===== src/rtl/tlb.sv =====
// Fully associative software-managed MIPS TLB: one write port (TLBWI), one read
// port (TLBR) and two independent combinational search ports.
module tlb #(
    parameter int TLBNUM = 16
) (
    input  logic        clk,
    input  logic        reset,

    input  logic [18:0] s0_vpn2,
    input  logic        s0_odd_page,
    input  logic [7:0]  s0_asid,
    output logic        s0_found,
    output logic [3:0]  s0_index,
    output logic [19:0] s0_pfn,
    output logic [2:0]  s0_c,
    output logic        s0_d,
    output logic        s0_v,

    input  logic [18:0] s1_vpn2,
    input  logic        s1_odd_page,
    input  logic [7:0]  s1_asid,
    output logic        s1_found,
    output logic [3:0]  s1_index,
    output logic [19:0] s1_pfn,
    output logic [2:0]  s1_c,
    output logic        s1_d,
    output logic        s1_v,

    input  logic        we,
    input  logic [3:0]  w_index,
    input  logic [18:0] w_vpn2,
    input  logic [7:0]  w_asid,
    input  logic        w_g,
    input  logic [19:0] w_pfn0,
    input  logic [2:0]  w_c0,
    input  logic        w_d0,
    input  logic        w_v0,
    input  logic [19:0] w_pfn1,
    input  logic [2:0]  w_c1,
    input  logic        w_d1,
    input  logic        w_v1,

    input  logic [3:0]  r_index,
    output logic [18:0] r_vpn2,
    output logic [7:0]  r_asid,
    output logic        r_g,
    output logic [19:0] r_pfn0,
    output logic [2:0]  r_c0,
    output logic        r_d0,
    output logic        r_v0,
    output logic [19:0] r_pfn1,
    output logic [2:0]  r_c1,
    output logic        r_d1,
    output logic        r_v1
);

    localparam int         IDXW = $clog2(TLBNUM);
    localparam logic [4:0] NUM  = 5'(TLBNUM);

    logic [TLBNUM-1:0] e_q;
    logic [18:0]       vpn2_q [TLBNUM];
    logic [7:0]        asid_q [TLBNUM];
    logic              g_q    [TLBNUM];
    logic [19:0]       pfn0_q [TLBNUM];
    logic [2:0]        c0_q   [TLBNUM];
    logic              d0_q   [TLBNUM];
    logic              v0_q   [TLBNUM];
    logic [19:0]       pfn1_q [TLBNUM];
    logic [2:0]        c1_q   [TLBNUM];
    logic              d1_q   [TLBNUM];
    logic              v1_q   [TLBNUM];

    logic [IDXW-1:0] w_idx;
    logic [IDXW-1:0] r_idx;
    logic            w_ok;
    logic            r_ok;

    assign w_idx = w_index[IDXW-1:0];
    assign r_idx = r_index[IDXW-1:0];
    assign w_ok  = {1'b0, w_index} < NUM;
    assign r_ok  = {1'b0, r_index} < NUM;

    always_ff @(posedge clk) begin
        if (reset) begin
            e_q <= '0;
            for (int i = 0; i < TLBNUM; i++) begin
                vpn2_q[i] <= '0;
                asid_q[i] <= '0;
                g_q[i]    <= 1'b0;
                pfn0_q[i] <= '0;
                c0_q[i]   <= '0;
                d0_q[i]   <= 1'b0;
                v0_q[i]   <= 1'b0;
                pfn1_q[i] <= '0;
                c1_q[i]   <= '0;
                d1_q[i]   <= 1'b0;
                v1_q[i]   <= 1'b0;
            end
        end else if (we && w_ok) begin
            e_q[w_idx]    <= 1'b1;
            vpn2_q[w_idx] <= w_vpn2;
            asid_q[w_idx] <= w_asid;
            g_q[w_idx]    <= w_g;
            pfn0_q[w_idx] <= w_pfn0;
            c0_q[w_idx]   <= w_c0;
            d0_q[w_idx]   <= w_d0;
            v0_q[w_idx]   <= w_v0;
            pfn1_q[w_idx] <= w_pfn1;
            c1_q[w_idx]   <= w_c1;
            d1_q[w_idx]   <= w_d1;
            v1_q[w_idx]   <= w_v1;
        end
    end

    // Result packs {found, index, pfn, c, d, v}; scanning upward and stopping at
    // the first hit makes the lowest matching index win.
    function automatic logic [29:0] lookup(input logic [18:0] vpn2,
                                           input logic        odd,
                                           input logic [7:0]  asid);
        logic [29:0] res;
        logic        hit;
        res = '0;
        hit = 1'b0;
        for (int i = 0; i < TLBNUM; i++) begin
            if (!hit && e_q[i] && vpn2_q[i] == vpn2 && (g_q[i] || asid_q[i] == asid)) begin
                hit = 1'b1;
                res = odd ? {1'b1, 4'(i), pfn1_q[i], c1_q[i], d1_q[i], v1_q[i]}
                          : {1'b1, 4'(i), pfn0_q[i], c0_q[i], d0_q[i], v0_q[i]};
            end
        end
        return res;
    endfunction

    logic [29:0] s0_res;
    logic [29:0] s1_res;

    always_comb begin
        s0_res = lookup(s0_vpn2, s0_odd_page, s0_asid);
        s1_res = lookup(s1_vpn2, s1_odd_page, s1_asid);
    end

    assign {s0_found, s0_index, s0_pfn, s0_c, s0_d, s0_v} = s0_res;
    assign {s1_found, s1_index, s1_pfn, s1_c, s1_d, s1_v} = s1_res;

    always_comb begin
        r_vpn2 = '0;
        r_asid = '0;
        r_g    = 1'b0;
        r_pfn0 = '0;
        r_c0   = '0;
        r_d0   = 1'b0;
        r_v0   = 1'b0;
        r_pfn1 = '0;
        r_c1   = '0;
        r_d1   = 1'b0;
        r_v1   = 1'b0;
        if (r_ok) begin
            r_vpn2 = vpn2_q[r_idx];
            r_asid = asid_q[r_idx];
            r_g    = g_q[r_idx];
            r_pfn0 = pfn0_q[r_idx];
            r_c0   = c0_q[r_idx];
            r_d0   = d0_q[r_idx];
            r_v0   = v0_q[r_idx];
            r_pfn1 = pfn1_q[r_idx];
            r_c1   = c1_q[r_idx];
            r_d1   = d1_q[r_idx];
            r_v1   = v1_q[r_idx];
        end
    end

endmodule


===== config.mk =====
export PLATFORM = sky130hd
export DESIGN_NAME = tlb
export DESIGN_NICKNAME = d
export VERILOG_FILES = /design/src/rtl/tlb.sv
export SDC_FILE = /design/constraint.sdc
export NUM_CORES = 2
export LEC_CHECK = 0
export ABC_AREA = 0
export CELL_PAD_IN_SITES_DETAIL_PLACEMENT = 1
export CELL_PAD_IN_SITES_GLOBAL_PLACEMENT = 2
export CORE_UTILIZATION = 40
export DETAILED_ROUTE_END_ITERATION = 8
export GPL_TIMING_DRIVEN = 0
export PLACE_DENSITY_LB_ADDON = 0.25
export SYNTH_ARGS = -nofsm -noshare
export SYNTH_HDL_FRONTEND = slang
export SYNTH_SLANG_ARGS = --single-unit

===== constraint.sdc =====
create_clock -name clk -period 24.2 [get_ports clk]
set_input_delay 4.84 -clock clk [delete_from_list [all_inputs] [get_ports clk]]
set_output_delay 4.84 -clock clk [all_outputs]
set_load 0.02 [all_outputs]

======== Word-level counts from Yosys, hierarchy flattened ========
Memories as Yosys holds them, arrays and structs flattened.
Index checks and enable logic that the tools add are counted.
word-level totals
  output and inout bits ................... 138
  memories ................................ 11
  memory bits (writable) .................. 1248
  input port bits ......................... 145
  logic and storage cells ................. 381
  bits in registers ....................... 16
cells by class
  reductions and logical operators ........ 168
  eq/ne operators ......................... 64
  order comparisons ....................... 2
  mux-type cells .......................... 134
  bitwise operators ....................... 1
memories
  name         depth  width  read ports  clocked after memory_dff  write ports  RTL line  text
  pfn0_q       16     20     17          0                         16           64        logic [19:0] pfn0_q [TLBNUM];
  pfn1_q       16     20     17          0                         16           68        logic [19:0] pfn1_q [TLBNUM];
  vpn2_q       16     19     17          0                         16           61        logic [18:0] vpn2_q [TLBNUM];
  asid_q       16     8      17          0                         16           62        logic [7:0] asid_q [TLBNUM];
  c0_q         16     3      17          0                         16           65        logic [2:0] c0_q [TLBNUM];
  c1_q         16     3      17          0                         16           69        logic [2:0] c1_q [TLBNUM];
  +5 memories  n/a    n/a    n/a         n/a                       n/a          n/a
operators by type and width
  cell                                                 number
  two-way mux 30 bit                                   32
  two-way mux 25 bit                                   32
  == test 19 bit                                       32
  == test 8 bit                                        32
  logical AND 1 bit                                    95
  two-way mux 1 bit                                    52
  two-way mux 4 bit                                    11
  two-way mux 20 bit                                   2
  OR reduction 20 bit                                  2
  logical OR 1 bit                                     32
  zero test 1 bit                                      30
  two-way mux 19 bit                                   1
  OR reduction 19 bit                                  1
  bitwise OR 16 bit                                    1
  two-way mux 8 bit                                    1
  OR reduction 8 bit                                   1
  two-way mux 3 bit                                    2
  OR reduction 3 bit                                   2
  < comparator 4 x 5 -> 1 bit, second input constant   1
  OR reduction 1 bit                                   5
  demux 1 bit (select 4 bit)                           1
  >= comparator 4 x 1 -> 1 bit, second input constant  1

======== Longest topological paths before layout ========
An unclocked memory read counts as a cell.
  depth in word-level cells ............... 80
  gate-level depth with buffers ........... 16
  mapped depth without buffers ............ 11

======== Worst setup path before layout ========
OpenSTA, ideal clock, no wires.
  path kind ............................... input-to-output
  start ................................... input s1_vpn2[1]
  end ..................................... output s1_pfn[18]
  buffers on the path ..................... 5
  setup slack ............................. 11.461 ns
  required time ........................... 19.360 ns
  data arrival time ....................... 7.899 ns
  cell stages on the path ................. 15
  cells stage by stage .................... buf_2 xor2_1 nor4_1 nand3_1 or4_1 buf_2 and3_1 buf_6 nand4_4 or3_1 clkbuf_1 buf_4 o2111ai_1 o221a_1 a221oi_1
between the ends
  longest elaborated chain between the ends .. 79
  elaborated cells between the ends (all ways) .. 109
  those cells by class .................... eq/ne: 16; mux: 31; reduce/logical: 62
RTL lines
  what                             RTL line  text
  start, declared                  19        input logic [18:0] s1_vpn2,
  == test 19 bit                   125       if (!hit && e_q[i] && vpn2_q[i] == vpn2 && (g_q[i] || asid_q[i] == asid)) begin
  logical AND 1 bit (2 in series)  125
  two-way mux 1 bit                125
  zero test 1 bit                  125
  logical AND 1 bit (3 in series)  125
  two-way mux 1 bit                125
  zero test 1 bit                  125
  logical AND 1 bit (3 in series)  125
  [... 52 more ...]                n/a
  logical AND 1 bit (3 in series)  125
  two-way mux 1 bit                125
  zero test 1 bit                  125
  logical AND 1 bit (3 in series)  125
  two-way mux 1 bit                125
  zero test 1 bit                  125
  logical AND 1 bit (3 in series)  125
  two-way mux 30 bit (*)           125
  end, declared                    24        output logic [19:0] s1_pfn,
Mark *: on every way between the ends. The rest lies on a longest branch, timed or not.

======== Worst setup path after layout ========
  start ................................... input s0_vpn2[12]
  end ..................................... output s0_pfn[16]
between the ends
  longest elaborated chain between the ends .. 79
  elaborated cells between the ends (all ways) .. 109
  those cells by class .................... eq/ne: 16; mux: 31; reduce/logical: 62
RTL lines
  what                             RTL line  text
  start, declared                  9         input logic [18:0] s0_vpn2,
  == test 19 bit                   125
  logical AND 1 bit (2 in series)  125
  two-way mux 1 bit                125
  zero test 1 bit                  125
  logical AND 1 bit (3 in series)  125
  two-way mux 1 bit                125
  zero test 1 bit                  125
  logical AND 1 bit (3 in series)  125
  [... 52 more ...]                n/a
  logical AND 1 bit (3 in series)  125
  two-way mux 1 bit                125
  zero test 1 bit                  125
  logical AND 1 bit (3 in series)  125
  two-way mux 1 bit                125
  zero test 1 bit                  125
  logical AND 1 bit (3 in series)  125
  two-way mux 30 bit (*)           125
  end, declared                    14        output logic [19:0] s0_pfn,
Marked as above.

==> results.txt <==
Data arrives at the worst endpoint at approximately 12 ns. The floorplan die height came out at 456.9 µm. After synthesis, the largest family of logic cells by area is multiplexers. Summed over all nets, the switching power comes to around 1.9 mW. The dominant cell type by area after synthesis is sky130_fd_sc_hd__edfxtp_1.

The synthesized cell area is 82780 µm². The largest driver fanout on the critical path is 10. The area enclosed by the die boundary came out at between 200000 and 250000 µm². In this run the core area contains ~170 standard-cell rows.

In the synthesized netlist, the number of instances is roughly 6800. The count of final hold-check violations is 0. The insertion delay of the later-clocked pin in the worst-skew pair came out at 0.83 ns. On the critical path, the stage with the largest delay is an instance of sky130_fd_sc_hd__nor4_2. The startpoint of the most critical hold path is e_q[8]. The proportion of synthesized chip area in sequential cells is 45.66%. The leakage power came out at approximately 34 nW. The required time of the worst setup path came out at 19.36 ns.

The count of buffers added on input and output ports is 222. The fraction of synthesis flops using an asynchronous set or reset pin is 0%. The most frequent cell after synthesis is sky130_fd_sc_hd__and2_1. The ratio of routed vias to standard cells is 6.770. The worst setup path is launched from an input pin. The top cell type's share of synthesized area came out at 45.27%. The effective utilization at floorplan is between 40% and 50%. The post-route worst setup slack is 7.154 ns. The clock buffer count from CTS is about 160. The overall power came out at 6.161 mW. The quantity of hold-fixing buffers added after cts came out at 0.

The fraction of final layout cells sized beyond drive strength 1 came out at between 15 and 20%. The fraction of the mapped netlist area in simple logic gates is 14.40%. After detailed placement, the design holds a cell count of 9731. The switching portion of total power is 30.37%. The post-detailed-route DRC marker count came out at 0. The root buffer cell is sky130_fd_sc_hd__clkbuf_16.

Setup repair after global routing left no endpoint under its margin. TritonCTS built the clock tree. The first detailed-routing pass took 8 iterations. The non-filler instance count after layout came out at between 10000 and 15000. The run finished, with violations left.

The wire length of the first global-routing pass came out at 615.6 mm. The total wire length came out at roughly 470 mm. Entering global routing, the biggest net connects 60 pins. Walking the worst path, the cells encountered are buf_2 > xor2_1 > nor4_1 > nand3_1 > nor4_2 > nor4_4 > nand3_1 > clkbuf_1 > o221ai_1 > o31ai_1 > a221oi_1 > o2111ai_1 > o221ai_1 > clkdlybuf4s50_1. The number of antenna violations at the first check in global routing came to 82. The core area came out at 205200 µm².

The unique cell type count in the Yosys netlist came out at 74. The final period utilization is 70.44%. The area share of fa/ha/maj cells after synthesis came out at 0%. In this run the horizontal extent of the chip is 456.9 µm. The overall fraction of global-route tracks in use is ~44%. The number of top-level pins is 283. The count of warnings emitted by yosys came out at 0.

The minimum period implied by the final worst setup slack is 17.05 ns. The number of vias after detailed routing is 68030. Yosys attributes the largest share of cell area to sky130_fd_sc_hd__edfxtp_1, sky130_fd_sc_hd__mux4_2, sky130_fd_sc_hd__and2_1. The worst hold path belongs to the class reg2reg. The clock-pin slew reported for the worst setup and hold paths after clock tree synthesis is 0.06 ns.

The layout overhead on the synthesized area is 14.76%. The remaining global-route overflow is 0. The clock share of power is 39.5%. Setup total negative slack on the finished layout was measured at 0 ns. The startpoint identified for the worst register-to-register timing path is e_q[4]. The share of synthesized area spent on multiplexers came out at 20.37%. Dividing the detail-routed wire length by the instance count gives 47.24 µm. The number of global-route vias before repair is around 65000. The relative contribution of sequential cells to total power is 43.8%.

The fraction of the mapped netlist area in compound gates is 6.924%. Setup violations remaining at the end of the flow were counted as 0. The peak per-stage delay on the critical path is 1.29 ns. The critical path in this run is classified as in2out. The count of cells resized by post-cts repair came out at 0. The post-synthesis xor/xnor area fraction is 9.141%. At the end of the flow, the number of nets in the layout was around 7300. The max-capacitance violation count came out at 12. The synthesized netlist net count came out at 6904. The number of setup buffers added after CTS is 0. The clock net sink count came out at 1264. The cell family with the largest share of critical-path delay is simple AND/OR/NAND/NOR gates.

Derived from the worst setup path, the maximum achievable clock frequency is 58.66 MHz. The HPWL after detailed placement came out at between 300 and 400 mm. The global placement routability congestion came out at 1.045. The final reports fail on capacitance limit, slew limit. The max-slew violation count is 47. The detailed router finished its first iteration with 12000 violations. The worst-case IR drop observed on VDD is 0.07739 mV. The internal cell power is approximately 4.3 mW. The combined buffer and inverter count along the critical path came out at 3. STA classifies the critical path endpoint as an output port. The power density relative to cell area is 64.86 nW/µm². The number of synthesized flops with an enable pin is 1248. In the synthesized netlist, the cells that appear most often are sky130_fd_sc_hd__and2_1, sky130_fd_sc_hd__edfxtp_1, sky130_fd_sc_hd__mux2i_1. The per-instance average area after synthesis came out at 12.25 µm². The H-tree was split into 4 levels. In this run the deepest clock path goes through 3 buffers. Clock skew on the completed layout was measured at 0 ns.

The slew at the pin closest to its max-slew limit is approximately 1.7 ns. The combinational cell fraction of total power is 16.8%. Across all hold checks on the routed design, the worst slack comes to 0.5165 ns. The worst max-slew margin expressed relative to the limit came out at -14.99%. The most frequently used flop master after synthesis is sky130_fd_sc_hd__edfxtp_1. The synthesized design contains between 1000 and 1500 register bits. The post-placement setup slack came out at 7.729 ns. The post-route antenna net violation count came out at 0. Tracing the worst setup path back leads to its startpoint at s0_vpn2[12].
worst paths after layout:
check,cells after the start,slack (ns),endpoint
hold reg to reg,1,0.52,e_q[8]
hold / removal,1,0.52,e_q[8]
setup / recovery,14,7.15,s0_pfn[16]
setup reg to reg,1,23.42,e_q[4]
flip-flops by register name (all words and copies together) (netlist names):
signal and count:
pfn0_q 320, g_q 16, c0_q 48, v1_q 16
e_q 16, d1_q 16, pfn1_q 320, v0_q 16
vpn2_q 304, asid_q 128, c1_q 48, d0_q 16
layer usage:
metal  share of wire (%)  GRT usage (%)
met1                  40          61.39
met3                  14          17.21
met4                 4.3          16.65
met2                  41          62.37
met5               0.029              0
through the flow:
stage	util, %	cell area [µm²]
after floorplan	-	82780
after global placement	43.06	88360
after detailed placement	43.78	89850
after CTS	46.25	94900
after global routing	46.26	94930
final	46.29	95000
kinds of logic after synthesis:
| group | Yosys count |
|---|---|
| xor+xnor | 864 |
| flops | 1264 |
| simple gates | 2027 |
| buf+inv | 667 |
| compound gates | 761 |
| mux | 1176 |
power by group through the flow:
stage / sequential (mW) / combinational, mW / clock [mW]
6_report: 2.70 / 1.03 / 2.43
5_1_grt: 2.70 / 1.03 / 2.49
4_1_cts: 2.69 / 0.988 / 2.42
3_3_place_gp: 2.76 / 0.949 / 0
2_1_floorplan: 2.67 / 0.518 / 0
3_5_place_dp: 2.73 / 0.984 / 0
layout by cell type, fill, tap and decap left out, types with 39 or more instances in the layout:
master / netlist / final
sky130_fd_sc_hd__mux2i_1: 616 / 616
sky130_fd_sc_hd__clkbuf_16: 0 / 164
sky130_fd_sc_hd__nor2_1: 85 / 84
sky130_fd_sc_hd__buf_1: 51 / 39
sky130_fd_sc_hd__o21ai_0: 83 / 71
sky130_fd_sc_hd__buf_2: 139 / 151
sky130_fd_sc_hd__o221ai_1: 91 / 91
sky130_fd_sc_hd__a21oi_1: 169 / 165
sky130_fd_sc_hd__clkdlybuf4s50_1: 0 / 222
sky130_fd_sc_hd__o22ai_1: 49 / 49
sky130_fd_sc_hd__clkbuf_1: 418 / 437
sky130_fd_sc_hd__xnor2_1: 288 / 288
sky130_fd_sc_hd__mux4_2: 390 / 390
sky130_fd_sc_hd__mux2_2: 170 / 170
sky130_fd_sc_hd__nor2b_1: 50 / 50
sky130_fd_sc_hd__xor2_1: 576 / 576
sky130_fd_sc_hd__o31ai_1: 44 / 44
sky130_fd_sc_hd__and2_1: 1255 / 1255
sky130_fd_sc_hd__edfxtp_1: 1248 / 1248
sky130_fd_sc_hd__nor4_1: 157 / 149
sky130_fd_sc_hd__a221oi_1: 67 / 67
sky130_fd_sc_hd__nand4_1: 85 / 85
sky130_fd_sc_hd__buf_4: 34 / 41
sky130_fd_sc_hd__nand2_1: 245 / 245
sky130_fd_sc_hd__o2111ai_1: 46 / 46
sky130_fd_sc_hd__nand3_1: 49 / 49
area by class of cell:
class	count	area [µm²]
Multi-Input combinational cell	4828	42350
Clock buffer	196	4224
Tap cell	2688	3363
Fill cell	21260	110200
Inverter	12	45.04
Antenna cell	30	75.07
Sequential cell	1264	37800
Clock inverter	91	833.3
Timing Repair Buffer	284	3431
Buffer	655	2887
No activity file was read; power rests on OpenSTA's default activity.
